**src/rtl/synchro_feeder_if.sv**
```systemverilog
// Bundle of every handshake and bus signal between synchro_feeder and its
// upstream source, the synchro receiver and the host.
//   upstream : in_valid, in_char, in_ready
//   host     : start, frame_len, busy, done, result, err (+ o_sum)
//   receiver : write, o_char, full, check, deg
// Modport slave is the feeder side; modport master is the environment side.
// Optional macro SYNCHRO_FEEDER_CHKSUM_EN adds the o_sum signal.
interface synchro_feeder_if #(
    parameter int unsigned DEG_W = 14
);
    logic             in_valid;
    logic [7:0]       in_char;
    logic             in_ready;
    logic             start;
    logic [5:0]       frame_len;
    logic             write;
    logic [7:0]       o_char;
    logic             full;
    logic             check;
    logic [DEG_W-1:0] deg;
    logic             busy;
    logic             done;
    logic [DEG_W-1:0] result;
    logic             err;
`ifdef SYNCHRO_FEEDER_CHKSUM_EN
    logic [7:0]       o_sum;
`endif

    modport slave (
        input  in_valid, in_char, start, frame_len, full, check, deg,
`ifdef SYNCHRO_FEEDER_CHKSUM_EN
        output o_sum,
`endif
        output in_ready, write, o_char, busy, done, result, err
    );

    modport master (
        output in_valid, in_char, start, frame_len, full, check, deg,
`ifdef SYNCHRO_FEEDER_CHKSUM_EN
        input  o_sum,
`endif
        input  in_ready, write, o_char, busy, done, result, err
    );
endinterface

```
**src/rtl/synchro_feeder.sv**
```systemverilog
// Transmit-side feeder for the synchro character receiver. Buffers upstream
// characters in a FIFO, sends a frame of frame_len characters as single-cycle
// write strobes spaced by at least GAP idle cycles, honours receiver full,
// then waits for the receiver check pulse and latches deg into result.
// Ports:
//   clk  : rising-edge clock
//   rst  : asynchronous active-low reset
//   bus  : synchro_feeder_if.slave (upstream push, host control/status,
//          receiver strobe/backpressure/result)
// Optional macro SYNCHRO_FEEDER_CHKSUM_EN: drives bus.o_sum, the modulo-256
// sum of characters written in the current frame.
module synchro_feeder #(
    parameter int unsigned DEPTH   = 32,
    parameter int unsigned GAP     = 200,
    parameter int unsigned TIMEOUT = 4096,
    parameter int unsigned DEG_W   = 14
) (
    input  logic              clk,
    input  logic              rst,
    synchro_feeder_if.slave   bus
);
    localparam int unsigned AW = (DEPTH > 1) ? $clog2(DEPTH) : 1;
    localparam int unsigned CW = AW + 1;
    localparam int unsigned GW = (GAP > 0) ? $clog2(GAP + 1) : 1;
    localparam int unsigned TW = (TIMEOUT > 1) ? $clog2(TIMEOUT) : 1;

    typedef enum logic [1:0] {S_IDLE, S_SEND, S_GAP, S_WAIT} state_t;

    state_t           r_state;
    logic [7:0]       r_mem [DEPTH];
    logic [AW-1:0]    r_wr_ptr;
    logic [AW-1:0]    r_rd_ptr;
    logic [CW-1:0]    r_count;
    logic             r_in_ready;
    logic [5:0]       r_remaining;
    logic [GW-1:0]    r_gap_cnt;
    logic [TW-1:0]    r_tmo_cnt;
    logic             r_write;
    logic [7:0]       r_o_char;
    logic             r_busy;
    logic             r_done;
    logic             r_err;
    logic [DEG_W-1:0] r_result;
`ifdef SYNCHRO_FEEDER_CHKSUM_EN
    logic [7:0]       r_sum;
`endif

    logic             w_push;
    logic             w_pop;
    logic             w_last;
    logic [7:0]       w_head;
    logic [CW-1:0]    w_count_nxt;

    // FIFO handshake; a pop is exactly a SEND cycle that issues a strobe
    assign w_push      = bus.in_valid && r_in_ready;
    assign w_pop       = (r_state == S_SEND) && (r_count != '0) && !bus.full;
    assign w_last      = (r_remaining == 6'd1);
    assign w_head      = r_mem[r_rd_ptr];
    assign w_count_nxt = r_count + CW'(w_push) - CW'(w_pop);

    // FIFO storage; contents are don't-care once the count says empty
    always_ff @(posedge clk) begin
        if (w_push) begin
            r_mem[r_wr_ptr] <= bus.in_char;
        end
    end

    // FIFO pointers, occupancy and registered in_ready
    always_ff @(posedge clk or negedge rst) begin
        if (!rst) begin
            r_wr_ptr   <= '0;
            r_rd_ptr   <= '0;
            r_count    <= '0;
            r_in_ready <= 1'b1;
        end else begin
            if (w_push) begin
                r_wr_ptr <= r_wr_ptr + AW'(1);
            end
            if (w_pop) begin
                r_rd_ptr <= r_rd_ptr + AW'(1);
            end
            r_count    <= w_count_nxt;
            r_in_ready <= (w_count_nxt != CW'(DEPTH));
        end
    end

    // Frame control FSM with registered outputs
    always_ff @(posedge clk or negedge rst) begin
        if (!rst) begin
            r_state     <= S_IDLE;
            r_remaining <= '0;
            r_gap_cnt   <= '0;
            r_tmo_cnt   <= '0;
            r_write     <= 1'b0;
            r_o_char    <= '0;
            r_busy      <= 1'b0;
            r_done      <= 1'b0;
            r_err       <= 1'b0;
            r_result    <= '0;
`ifdef SYNCHRO_FEEDER_CHKSUM_EN
            r_sum       <= '0;
`endif
        end else begin
            r_write <= 1'b0;
            r_done  <= 1'b0;
            case (r_state)
                S_IDLE: begin
                    r_gap_cnt <= '0;
                    r_tmo_cnt <= '0;
                    if (bus.start && (bus.frame_len != 6'd0)) begin
                        r_remaining <= bus.frame_len;
                        r_err       <= 1'b0;
                        r_busy      <= 1'b1;
                        r_state     <= S_SEND;
`ifdef SYNCHRO_FEEDER_CHKSUM_EN
                        r_sum       <= '0;
`endif
                    end
                end
                S_SEND: begin
                    r_gap_cnt <= '0;
                    r_tmo_cnt <= '0;
                    if (w_pop) begin
                        r_write     <= 1'b1;
                        r_o_char    <= w_head;
                        r_remaining <= r_remaining - 6'd1;
`ifdef SYNCHRO_FEEDER_CHKSUM_EN
                        r_sum       <= r_sum + w_head;
`endif
                        // With no gap configured, skip the GAP state entirely
                        if (GAP == 0) begin
                            r_state <= w_last ? S_WAIT : S_SEND;
                        end else begin
                            r_state <= S_GAP;
                        end
                    end
                end
                S_GAP: begin
                    r_tmo_cnt <= '0;
                    // GAP cycles here plus the strobe cycle give GAP+1 spacing
                    if (r_gap_cnt == GW'(GAP - 1)) begin
                        r_gap_cnt <= '0;
                        r_state   <= (r_remaining != 6'd0) ? S_SEND : S_WAIT;
                    end else begin
                        r_gap_cnt <= r_gap_cnt + GW'(1);
                    end
                end
                S_WAIT: begin
                    if (bus.check) begin
                        r_result <= bus.deg;
                        r_done   <= 1'b1;
                        r_busy   <= 1'b0;
                        r_state  <= S_IDLE;
                    end else if (r_tmo_cnt == TW'(TIMEOUT - 1)) begin
                        r_err    <= 1'b1;
                        r_done   <= 1'b1;
                        r_busy   <= 1'b0;
                        r_state  <= S_IDLE;
                    end else begin
                        r_tmo_cnt <= r_tmo_cnt + TW'(1);
                    end
                end
                default: begin
                    r_busy  <= 1'b0;
                    r_state <= S_IDLE;
                end
            endcase
        end
    end

    assign bus.in_ready = r_in_ready;
    assign bus.write    = r_write;
    assign bus.o_char   = r_o_char;
    assign bus.busy     = r_busy;
    assign bus.done     = r_done;
    assign bus.result   = r_result;
    assign bus.err      = r_err;
`ifdef SYNCHRO_FEEDER_CHKSUM_EN
    assign bus.o_sum    = r_sum;
`endif
endmodule
```
**src/flat_wrapper.sv**
```systemverilog
// flat-port wrapper written by rule: the top's interface ports become plain ports
module synchro_feeder_flat 
#(
    parameter int unsigned DEPTH   = 32,
    parameter int unsigned GAP     = 200,
    parameter int unsigned TIMEOUT = 4096,
    parameter int unsigned DEG_W   = 14
)
  (clk, rst, bus_in_valid, bus_in_char, bus_start, bus_frame_len, bus_full, bus_check, bus_deg, bus_in_ready, bus_write, bus_o_char, bus_busy, bus_done, bus_result, bus_err);
  synchro_feeder_if #(.DEG_W(DEG_W)) bus_i ();
  input  logic clk;
  input  logic rst;
  input wire logic [$bits(bus_i.in_valid)-1:0] bus_in_valid;
  input wire logic [$bits(bus_i.in_char)-1:0] bus_in_char;
  input wire logic [$bits(bus_i.start)-1:0] bus_start;
  input wire logic [$bits(bus_i.frame_len)-1:0] bus_frame_len;
  input wire logic [$bits(bus_i.full)-1:0] bus_full;
  input wire logic [$bits(bus_i.check)-1:0] bus_check;
  input wire logic [$bits(bus_i.deg)-1:0] bus_deg;
  output wire logic [$bits(bus_i.in_ready)-1:0] bus_in_ready;
  output wire logic [$bits(bus_i.write)-1:0] bus_write;
  output wire logic [$bits(bus_i.o_char)-1:0] bus_o_char;
  output wire logic [$bits(bus_i.busy)-1:0] bus_busy;
  output wire logic [$bits(bus_i.done)-1:0] bus_done;
  output wire logic [$bits(bus_i.result)-1:0] bus_result;
  output wire logic [$bits(bus_i.err)-1:0] bus_err;
  assign bus_i.in_valid = bus_in_valid;
  assign bus_i.in_char = bus_in_char;
  assign bus_i.start = bus_start;
  assign bus_i.frame_len = bus_frame_len;
  assign bus_i.full = bus_full;
  assign bus_i.check = bus_check;
  assign bus_i.deg = bus_deg;
  assign bus_in_ready = bus_i.in_ready;
  assign bus_write = bus_i.write;
  assign bus_o_char = bus_i.o_char;
  assign bus_busy = bus_i.busy;
  assign bus_done = bus_i.done;
  assign bus_result = bus_i.result;
  assign bus_err = bus_i.err;
  synchro_feeder #(.DEPTH(DEPTH), .GAP(GAP), .TIMEOUT(TIMEOUT), .DEG_W(DEG_W)) u_core (.clk(clk), .rst(rst), .bus(bus_i));
endmodule
```
**config.mk**
```make
export PLATFORM = sky130hd
export DESIGN_NAME = synchro_feeder_flat
export DESIGN_NICKNAME = d
export VERILOG_FILES = /design/src/rtl/synchro_feeder_if.sv /design/src/rtl/synchro_feeder.sv /design/src/flat_wrapper.sv
export SDC_FILE = /design/constraint.sdc
export NUM_CORES = 1
export LEC_CHECK = 0
export BUFFER_PORTS_ARGS = -buffer_cell sky130_fd_sc_hd__buf_2
export CAP_MARGIN = 20
export CORE_MARGIN = 2
export CORE_UTILIZATION = 50
export DETAILED_ROUTE_END_ITERATION = 8
export PLACE_DENSITY = 0.69
export SYNTH_ARGS = -nofsm -noshare
export SYNTH_HDL_FRONTEND = slang
export SYNTH_SLANG_ARGS = --single-unit
export TNS_END_PERCENT = 100
```
**constraint.sdc**
```tcl
create_clock -name clk -period 4.5 [get_ports clk]
set_clock_uncertainty 0.15 [all_clocks]
set_input_delay 0.225 -clock clk [delete_from_list [all_inputs] [get_ports clk]]
set_output_delay 0.225 -clock clk [all_outputs]
set_load 0.005 [all_outputs]
```
# Yosys cells after proc, flatten, opt, wreduce, memory -nomap -nowiden
# Memories as Yosys holds them, arrays and structs flattened. A register that Yosys moved wholly into a read port is not among the register bits.
# Cells that the tools add are included.
# W data, S select, Z words.
# word_totals
register_bits,63
mem_bits_rw,256
input_bits,34
output_inout_bits,27
n_memories,1
# classes
add_sub_neg,7
eq_ne,13
n_mux,30
n_reduce_logical,22
# memory_table
name,depth,word_bits,rd,rd_ports_with_merged_regs,wr,line,source
u_core.r_mem,32,8,1,1,1,synchro_feeder.sv:30,logic [7:0] r_mem [DEPTH];
# op_table
operator,count
$mux W12,2
$pmux W12 S2,1
$reduce_bool A6 Y1,3
$pmux W8 S2,1
$mux W1,13
$add A12 B1 Y12 const B,1
$eq A12 B12 Y1 const B,1
$mux W2,6
$mux W6,2
$pmux W6 S2,1
$add A5 B1 Y5 const B,2
$add A8 B1 Y8 const B,1
$eq A8 B8 Y1 const B,1
$mux W8,1
$ne A2 B1 Y1 const B,4
$pmux W2 S4,1
$reduce_and A4 Y1,2
$add A6 B1 Y6,1
$ne A6 B6 Y1 const B,1
$reduce_and A2 Y1,3
$reduce_and A3 Y1,2
$reduce_bool A2 Y1,3
$sub A6 B1 Y6,1
$sub A6 B1 Y6 const B,1
other kinds (10),17

# Depth between registers and ports, before layout
# Gate-level depths: netlist of run 1.
# depth
ltp_word,5
depth_mapped,17

# Worst setup path before layout of run 1
# OpenSTA, ideal clock, no wires.
# synth_path
kind,register to register
from,register u_core.r_count[2]
to,register u_core.r_in_ready (netlist: u_core.bus.in_ready)
t_arrival_ns,3.154
t_required_ns,4.257
path_slack_ns,1.103
stages_incl_launch_ff,18
path_buffers,2
path_cell_list,dfrtp_1 inv_1 ha_1 nor4bb_1 or3_1 clkbuf_1 inv_2 buf_6 ha_1 inv_1 ha_1 inv_1 fa_1 inv_1 a21oi_1 o21a_1 xnor2_1 or4bb_1
# synth_between
elab_chain_cells,5
elab_cells_between_ends,6
# synth_lines
item,line,source
start: declaration,synchro_feeder.sv:33,logic [CW-1:0] r_count;
start signal: assignment,synchro_feeder.sv:82,r_count <= w_count_nxt;
$reduce_bool A6 Y1,synchro_feeder.sv:56,assign w_pop = (r_state == S_SEND) && (r_count != '0) && !bus.full;
$logic_and A1 B1 Y1 (2 in series),synchro_feeder.sv:56,
via u_core.w_pop,synchro_feeder.sv:49,logic w_pop;
$sub A6 B1 Y6,synchro_feeder.sv:59,assign w_count_nxt = r_count + CW'(w_push) - CW'(w_pop);
via u_core.w_count_nxt[4],synchro_feeder.sv:52,logic [CW-1:0] w_count_nxt;
$ne A6 B6 Y1,synchro_feeder.sv:83,r_in_ready <= (w_count_nxt != CW'(DEPTH));
end signal: assignment,synchro_feeder.sv:83,
end: declaration,synchro_feeder.sv:34,logic r_in_ready;
# The timed path passes the listed nets, and every way through them passes these cells.
# A chain may end at the register's enable or synchronous reset.

# Final worst setup path of run 1
# layout_path
from,register u_core.r_state[0]
to,register u_core.r_in_ready (netlist: u_core.bus.in_ready)
# layout_between
elab_chain_cells,5
# layout_lines
item,line,source
start: declaration,synchro_feeder.sv:29,state_t r_state;
start signal: assignment,synchro_feeder.sv:132,r_state <= w_last ? S_WAIT : S_SEND;
start signal: assignment,synchro_feeder.sv:143,r_state <= (r_remaining != 6'd0) ? S_SEND : S_WAIT;
$eq A2 B1 Y1,synchro_feeder.sv:56,
$logic_and A1 B1 Y1 (2 in series),synchro_feeder.sv:56,
$sub A6 B1 Y6,synchro_feeder.sv:59,
via u_core.w_count_nxt[4],synchro_feeder.sv:52,
$ne A6 B6 Y1,synchro_feeder.sv:83,
# The timed path passes the listed nets, and every way through them passes these cells.

==> summary.md, run 1 <==
| Metric | Value |
|---|---|
| Status | `completed` |
| Fillers | `between 2000 and 2500` |
| Top post-synthesis cells by count | `edfxtp_1, dfrtp_1, nor2_1, mux2i_1, mux4_2` |
| H-tree lvl count | `2` |
| Unrepaired setup endpoints after global routing | `false` |
| Setup CP Type | `reg -> reg` |
| Share of the synthesized area in the top cell type | `57.0%` |
| Largest net degree at the start of global routing | `72` |
| CTS buffer count | `37` |
| DR vias/cell | `5.74` |
| CP Launch Type | `register` |
| Fin. Hold Viols | `0` |
| FMAX | `274 MHz` |
| Critical path's slowest cell | `or3_1` |
| Antenna violations before repair | `0` |
| Diode count | `0` |
| Peak supply drop | `322 uV` |
| Ratio of total power to cell area | `618 nW/um2` |
| Max cap viols | `0` |
| Area of the multi-input gates | `approximately 3600 um2` |
| Crit share post-route | `81.0%` |
| Vias in the first global route | `7174` |
| R2R Setup Slk | `roughly 850 ps` |
| WL per Instance | `21.5 um` |
| Final wirelength | `27.0 mm` |
| All-Layer GR Usage | `19.3%` |
| Register area | `9470 um2` |
| Async S/R FF share, synth | `21.7%` |
| Reg clk slew, reported paths | `60 ps` |
| Post-layout util | `57.6%` |
| Synth area leaders | `edfxtp_1, dfrtp_1, mux4_2` |
| Crit-path leading delay family | `simple AND/OR/NAND/NOR gates` |
| Share of layout cells above drive strength 1 | `22.6%` |
| CP endpoint kind | `register` |
| Post-place instance area | `14000 um2` |
| Ys flop type | `edfxtp_1` |
| CTS tree | `built` |
| Mapped cell area | `13500 um2` |
| Least-Margin Pin Slew | `928 ps` |
| Cell accounting for the most synthesized area | `edfxtp_1` |
| Root buf cell | `clkbuf_16` |
| Share of the yosys chip area belonging to registers | `70.1%` |
| Worst-skew pair later-pin latency | `520 ps` |
| Setup TNS | `0 ps` |
| Syn Nets | `849` |
| 1st-iter DRT viols | `684` |
| Pre-antenna DRT Iters | `4` |
| First-pass GRT wire length | `41.5 mm` |
| Unique masters post-synth | `62` |
| Yosys warns | `0` |
| Count of buffer and inverter cells on the critical path | `5` |
| Avg Inst Size Synth | `about 17 um2` |
| Area Growth Syn to Fin | `14.1%` |
| Most used cell, CP | `inv_1` |
| Die Y | `168 um` |
| CORE AREA | `26700 um2` |
| Crit path largest cell delay | `590 ps` |
| Fin nets | `940` |
| Post-synth EDFFs | `256` |
| Routability cong. | `0.789` |
| Post-Syn Instances | `~800` |
| Hpwl dp | `16.0 mm` |
| IO Port Bufs | `60` |
| Post-CTS Setup Bufs | `0` |
| CP max FO | `16` |
| Slew Viols, Final | `0` |
| Hold path cells | `4` |
| Clock sinks | `327` |
| DRC Markers | `0` |
| Arrival @ worst endpoint | `3920 ps` |
| Critical-path cell list | `nand2b_1, buf_4, or3_1, inv_2, ha_1, inv_1, ha_1, inv_1, fa_1, inv_1, a21oi_1, o21a_1, xnor2_1, or4bb_1` |
| Die width | `between 150 and 200 um` |
| Final setup viols | `0` |
| Die area | `28300 um2` |
| ANT nets after route | `0` |
| Total number of vias | `7216` |
| I/O pins | `61` |
| Fin area | `15400 um2` |
| HP Class | `in -> reg` |
| Reg2reg path depth | `14` |
| Initial Utilization | `about half` |
| Relative slew slack | `38.1%` |
| Critical path depth | `14` |
| Most numerous cell in the Yosys netlist | `edfxtp_1` |
| GRT Residual Overflow | `0` |
| Yosys reg bits | `327` |
| Worst EP required | `4780 ps` |
| Min Clock Period, post-route | `3650 ps` |
| Leak pwr | `between 5 and 6 nW` |
| Cell Rows | `60` |
| Maximum clock path buffer count | `3` |
==> through the flow <==
stage / instances / total power, mW / worst slack [ps] / hold slack [ps]
2_1_floorplan: 798 / 5.98 / 1100 / -221
3_3_place_gp: 1168 / 6.63 / 927 / 280
3_5_place_dp: 1168 / 6.69 / 834 / 280
4_1_cts: 1256 / 9.59 / 832 / 1.45
5_1_grt: 1257 / 9.99 / 620 / 79.7
6_report: 1257 / 9.52 / 854 / 22.4
==> repair_timing <==
action / CTS / global route
gates resized for setup: 0 / 0
hold buffers: 22 / 0
setup endpoints to repair: 0 / 0
endpoints found under the hold margin: 91 / 0
==> flip-flops by register name, indices dropped and copies added, names as in the netlist, 2 cells and up <==
signal and cells:
u_core.bus.result 14, u_core.r_rd_ptr 5, u_core.r_mem 256, u_core.r_remaining 6
u_core.r_tmo_cnt 12, u_core.r_count 6, u_core.r_gap_cnt 8, u_core.r_state 2
u_core.r_wr_ptr 5, u_core.bus.o_char 8
==> final cells by class <==
| class | instances | area share (%) |
|---|---|---|
| tap | 341 | 2.77 |
| multi-input combinational | 408 | 23.7 |
| clock buffer | 45 | 6.40 |
| sequential | 327 | 61.5 |
| timing repair buffer | 92 | 3.88 |
| inverter | 23 | 0.560 |
| clock inverter | 21 | 1.23 |
==> logic make-up after synthesis <==
group | Yosys count | share of synthesized area (%)
DFF | 327 | 70.1
and+or+nand+nor | 164 | 5.96
muxes | 112 | 13.2
AOI/OAI and AO/OA | 93 | 4.80
buffers and inverters | 63 | 2.85
xor gates and xnor gates | 22 | 1.43
adders and majority gates | 17 | 1.63
==> power breakdown <==
group	switching (mW)	internal (mW)
Clock	1.18	1.69
Sequential	0.356	3.65
Combinational	1.41	1.23
Total	2.95	6.57
==> routing by layer <==
metal / wire length, um / vias to the layer above / track usage [%]
li1: - / 3297 / -
met1: 12200 / 3679 / 28.7
met2: 12800 / 204 / 30.3
met3: 1540 / 36 / 2.94
met4: 494 / 0 / 5.28
met5: 0 / - / 0
==> worst paths after layout <==
kind / startpoint / to
min reg2reg: u_core.bus.result[2] / u_core.bus.result[2]
min: bus_start / u_core.bus.err
max reg2reg: u_core.r_state[0] / u_core.bus.in_ready
max: u_core.r_state[0] / u_core.bus.in_ready
max in group asynchronous: rst / u_core.r_rd_ptr[0]
min in group asynchronous: rst / u_core.r_tmo_cnt[9]
==> worst min-delay path, stage by stage <==
cell and delay [ps]:
buf_2 100, o31ai_1 150, o21ai_0 90, o21ai_0 80
==> layout by cell type (no fill, tap or decap), types with 12 or more instances in the layout <==
cell             n
buf_2           59
nand2_1         25
dlygate4sd3_1   22
xnor2_1         12
mux4_2          40
inv_1           22
nor3_1          12
o21ai_0         27
mux2_2          23
nor2_1          67
dfrtp_1         68
edfxtp_1       256
ha_1            16
mux2i_1         41
clkbuf_16       37
No activity file was read; power rests on OpenSTA's default activity.
==> inputs of run 2 (changes only) <==
Settings changed: ABC_AREA set to 1.
Clock period 4.5 ns to 3.69 ns, I/O delays scaled along.
==> summary.md, run 2 <==
| Metric | Value |
|---|---|
| Status | `completed` |
| Worst-skew pair later-pin latency | `520 ps (about the same)` |
| Syn Nets | `1493 (+76%)` |
| Synth area leaders | `edfxtp_1, dfrtp_1, nand2_1` |
| Area Growth Syn to Fin | `13.8%` |
| DRC Markers | `0 (unchanged)` |
| Least-Margin Pin Slew | `982 ps (+53.7 ps)` |
| FMAX | `326 MHz (+19%)` |
| Die Y | `174 um (+3.2%)` |
| Crit share post-route | `83.2% (+2.2 points)` |
| Yosys warns | `0 (unchanged)` |
| Largest net degree at the start of global routing | `123 (+71%)` |
| Setup slack after layout | `619 ps (-235 ps)` |
| Crit-path leading delay family | `adder cells` |
| Mapped cell area | `14400 um2 (+6.7%)` |
| Most numerous cell in the Yosys netlist | `nand2_1` |
| Count of buffer and inverter cells on the critical path | `5 (unchanged)` |
| Beginning of the worst hold path | `bus_full` |
| Setup CP Type | `reg -> reg` |
| Post-place instance area | `15000 um2 (+7.4%)` |
| Total number of vias | `9993 (+38%)` |
| Crit path largest cell delay | `470 ps (-120 ps)` |
| CTS tree | `built` |
| Routability cong. | `0.887 (+12%)` |
| Pre-antenna DRT Iters | `5 (+1)` |
| Root buf cell | `clkbuf_16` |
| Cell Rows | `62 (+3.3%)` |
| Hpwl dp | `19.7 mm (+23%)` |
| Max reg flops | `256 (unchanged)` |
| Share of the synthesized area in the top cell type | `53.4% (-3.6 points)` |
| Adder-cell share of the synthesized area | `1.53% (-0.10 points)` |
| 1st-iter DRT viols | `949 (+39%)` |
| Setup TNS | `0 ps (unchanged)` |
| WL per Instance | `16.9 um (-21%)` |
| Reg clk slew, reported paths | `60 ps (about the same)` |
| Final wirelength | `32.7 mm (+21%)` |
| Avg Inst Size Synth | `9.98 um2 (-41%)` |
| Post-synthesis mux area share | `0% (-13 points)` |
| Die width | `174 um (+3.2%)` |
| CP max FO | `14 (-2)` |
| Worst EP required | `3980 ps (-800 ps)` |
| Vias in the first global route | `9742 (+36%)` |
| Critical-path cell list | `nor2_4, inv_2, nor2_2, nand2_2, inv_1, buf_4, ha_1, inv_1, ha_1, inv_1, fa_1, o21ai_0, xor2_1, nand2_1, nor2_1, nand2_1` |
| CTS buffer count | `35 (-5.4%)` |
| HP Class | `in -> reg` |
| Leak pwr | `7.00 nW (+26%)` |
| Diode count | `0 (unchanged)` |
| Clock sinks | `327 (unchanged)` |
| Critical path's slowest cell | `dfrtp_1` |
| IO Port Bufs | `60 (unchanged)` |
| XOR/XNOR share of the synthesized area | `1.22% (-0.21 points)` |
| Area of the multi-input gates | `4010 um2 (+9.9%)` |
| Post-CTS resize count | `0 (unchanged)` |
| I/O pins | `61 (unchanged)` |
| Maximum clock path buffer count | `3 (unchanged)` |
| CORE AREA | `28500 um2 (+6.8%)` |
| Unrepaired setup endpoints after global routing | `false` |
| Post-synth EDFFs | `256 (unchanged)` |
| GRT Residual Overflow | `0 (unchanged)` |
| All-Layer GR Usage | `22.3% (+2.9 points)` |
| Max cap viols | `0 (unchanged)` |
| Synth Area in Simple Gates | `22.5% (+17 points)` |
| Yosys reg bits | `327 (unchanged)` |
| Die area | `30200 um2 (+6.5%)` |
| Fin. Hold Viols | `0 (unchanged)` |
| Hold_ws | `75.7 ps (+53.3 ps)` |
| Share of the yosys chip area belonging to registers | `65.7% (-4.4 points)` |
| R2R Setup Slk | `620 ps (-230 ps)` |
| First-pass GRT wire length | `52.5 mm (+26%)` |
| CP endpoint kind | `register` |
| Final setup viols | `0 (unchanged)` |
| Initial Utilization | `50.4% (-0.062 points)` |
| Async S/R FF share, synth | `21.7% (unchanged)` |
| Hold endpoint | `u_core.bus.write` |
| Post-Syn Instances | `1442 (+81%)` |
| Fin nets | `1571 (+67%)` |
| Relative slew slack | `34.6% (-3.6 points)` |
| ANT nets after route | `0 (unchanged)` |
| Most used cell, CP | `inv_1` |
| Worst slack at placement | `634 ps (-200 ps)` |
| Top post-synthesis cells by count | `nand2_1, edfxtp_1, nand3_1, inv_1, nor2_1` |
| Slew Viols, Final | `0 (unchanged)` |
| Ys flop type | `edfxtp_1` |
| Unique masters post-synth | `35 (-44%)` |
| Min Clock Period, post-route | `3070 ps (-575 ps)` |
| Most frequent cells in the layout | `nand2_1, edfxtp_1, nand3_1` |
| Cell accounting for the most synthesized area | `edfxtp_1` |
| Peak supply drop | `398 uV (+24%)` |
| Compound-Gate Fraction of Synth Area | `2.61% (-2.2 points)` |
| Post-layout util | `57.4% (-0.23 points)` |
| Hold path cells | `5 (+1)` |
| Arrival @ worst endpoint | `3360 ps (-560 ps)` |
| H-tree lvl count | `2 (unchanged)` |
| CP Launch Type | `register` |
| Largest family of logic cells by synthesized area | `simple AND/OR/NAND/NOR gates` |
| Fillers | `2423 (+20%)` |
| Most flops, register | `u_core.r_mem` |
| Leading cell type in the layout, fill and taps excluded | `nand2_1` |
| Ratio of total power to cell area | `738 nW/um2 (+20%)` |
| Register area | `9470 um2 (unchanged)` |
| R2R Path Start | `u_core.r_state[1]` |
| Share of layout cells above drive strength 1 | `9.25% (-13 points)` |
| DR vias/cell | `5.18 (-9.8%)` |
| Antenna violations before repair | `0 (unchanged)` |
| R2R Path End | `u_core.bus.in_ready` |
| Fin area | `16400 um2 (+6.4%)` |
| Reg2reg path depth | `16 (+2)` |
[run 2: cell count changes after synthesis, sizes merged, moves of 18 or more]
| cell | before | now |
|---|---|---|
| inv | 23 | 167 |
| a21oi | 9 | 27 |
| mux4 | 48 | 0 |
| mux2i | 41 | 0 |
| nand3 | 7 | 178 |
| nor2 | 67 | 112 |
| mux2 | 23 | 0 |
| buf | 25 | 45 |
| nand2 | 26 | 463 |
[run 2: how the worst max path moves through the flow]
stage / from / end / slack [ps] / depth (start not counted)
after floorplan: u_core.r_state[1] / u_core.bus.in_ready / 880 / 17
after global routing: u_core.r_state[1] / u_core.bus.in_ready / 310 / 16
after global placement: u_core.r_state[1] / u_core.bus.in_ready / 720 / 16
after detailed placement: u_core.r_state[1] / u_core.bus.in_ready / 630 / 16
after CTS: u_core.r_state[1] / u_core.bus.in_ready / 600 / 16
final: u_core.r_state[1] / u_core.bus.in_ready / 620 / 16
[run 2: worst reg2reg max path: cells and delay by family (launching register included)]
family	cells	cell delay, ps
buffers and inverters	5	490
flip-flops	1	470
XOR/XNOR	1	210
adder cells (fa/ha/maj)	3	870
AO/OA/AOI/OAI	1	230
AND/OR/NAND/NOR	6	570
[run 2: power breakdown]
group	total (mW)	leakage (nW)	switching, mW	internal [mW]
clock	3.39	0.546	1.37	2.02
sequential	4.76	3.20	0.296	4.46
combinational	3.95	3.25	2.74	1.21
[run 2: kinds of logic (layout without fill, tap and decap cells)]
| group | Yosys count | in the layout |
|---|---|---|
| DFF | 327 | 327 |
| buffers and inverters | 229 | 333 |
| adders and majority gates | 17 | 17 |
| AOI/OAI and AO/OA | 71 | 71 |
| and+or+nand+nor | 778 | 778 |
| xor gates and xnor gates | 20 | 20 |
[run 2: cell type report]
class                      count  area share [%]
clock buffer                  50            6.09
tap                          384            2.93
timing repair buffer          98            4.11
clock inverter                13           0.664
multi-input combinational    886            24.4
inverter                     172            3.96
sequential                   327            57.8
[run 2: per-stage QoR]
stage	cells	total power [mW]
final	1930	12.1
after detailed placement	1843	8.73
after global routing	1930	12.9
after CTS	1930	12.1
after global placement	1843	8.63
after floorplan	1442	7.52
[run 2: timing repair]
action	4_1_cts	5_1_grt
buffers inserted	0	0
hold buffers	24	0
endpoints found under the hold margin	97	0
[run 2: metal layers]
| layer | track usage, % | wire length, um |
|---|---|---|
| met5 | 0 | 0 |
| met4 | 8.12 | 1110 |
| met3 | 5.04 | 2670 |
| met2 | 36.3 | 15400 |
| met1 | 29.6 | 13500 |
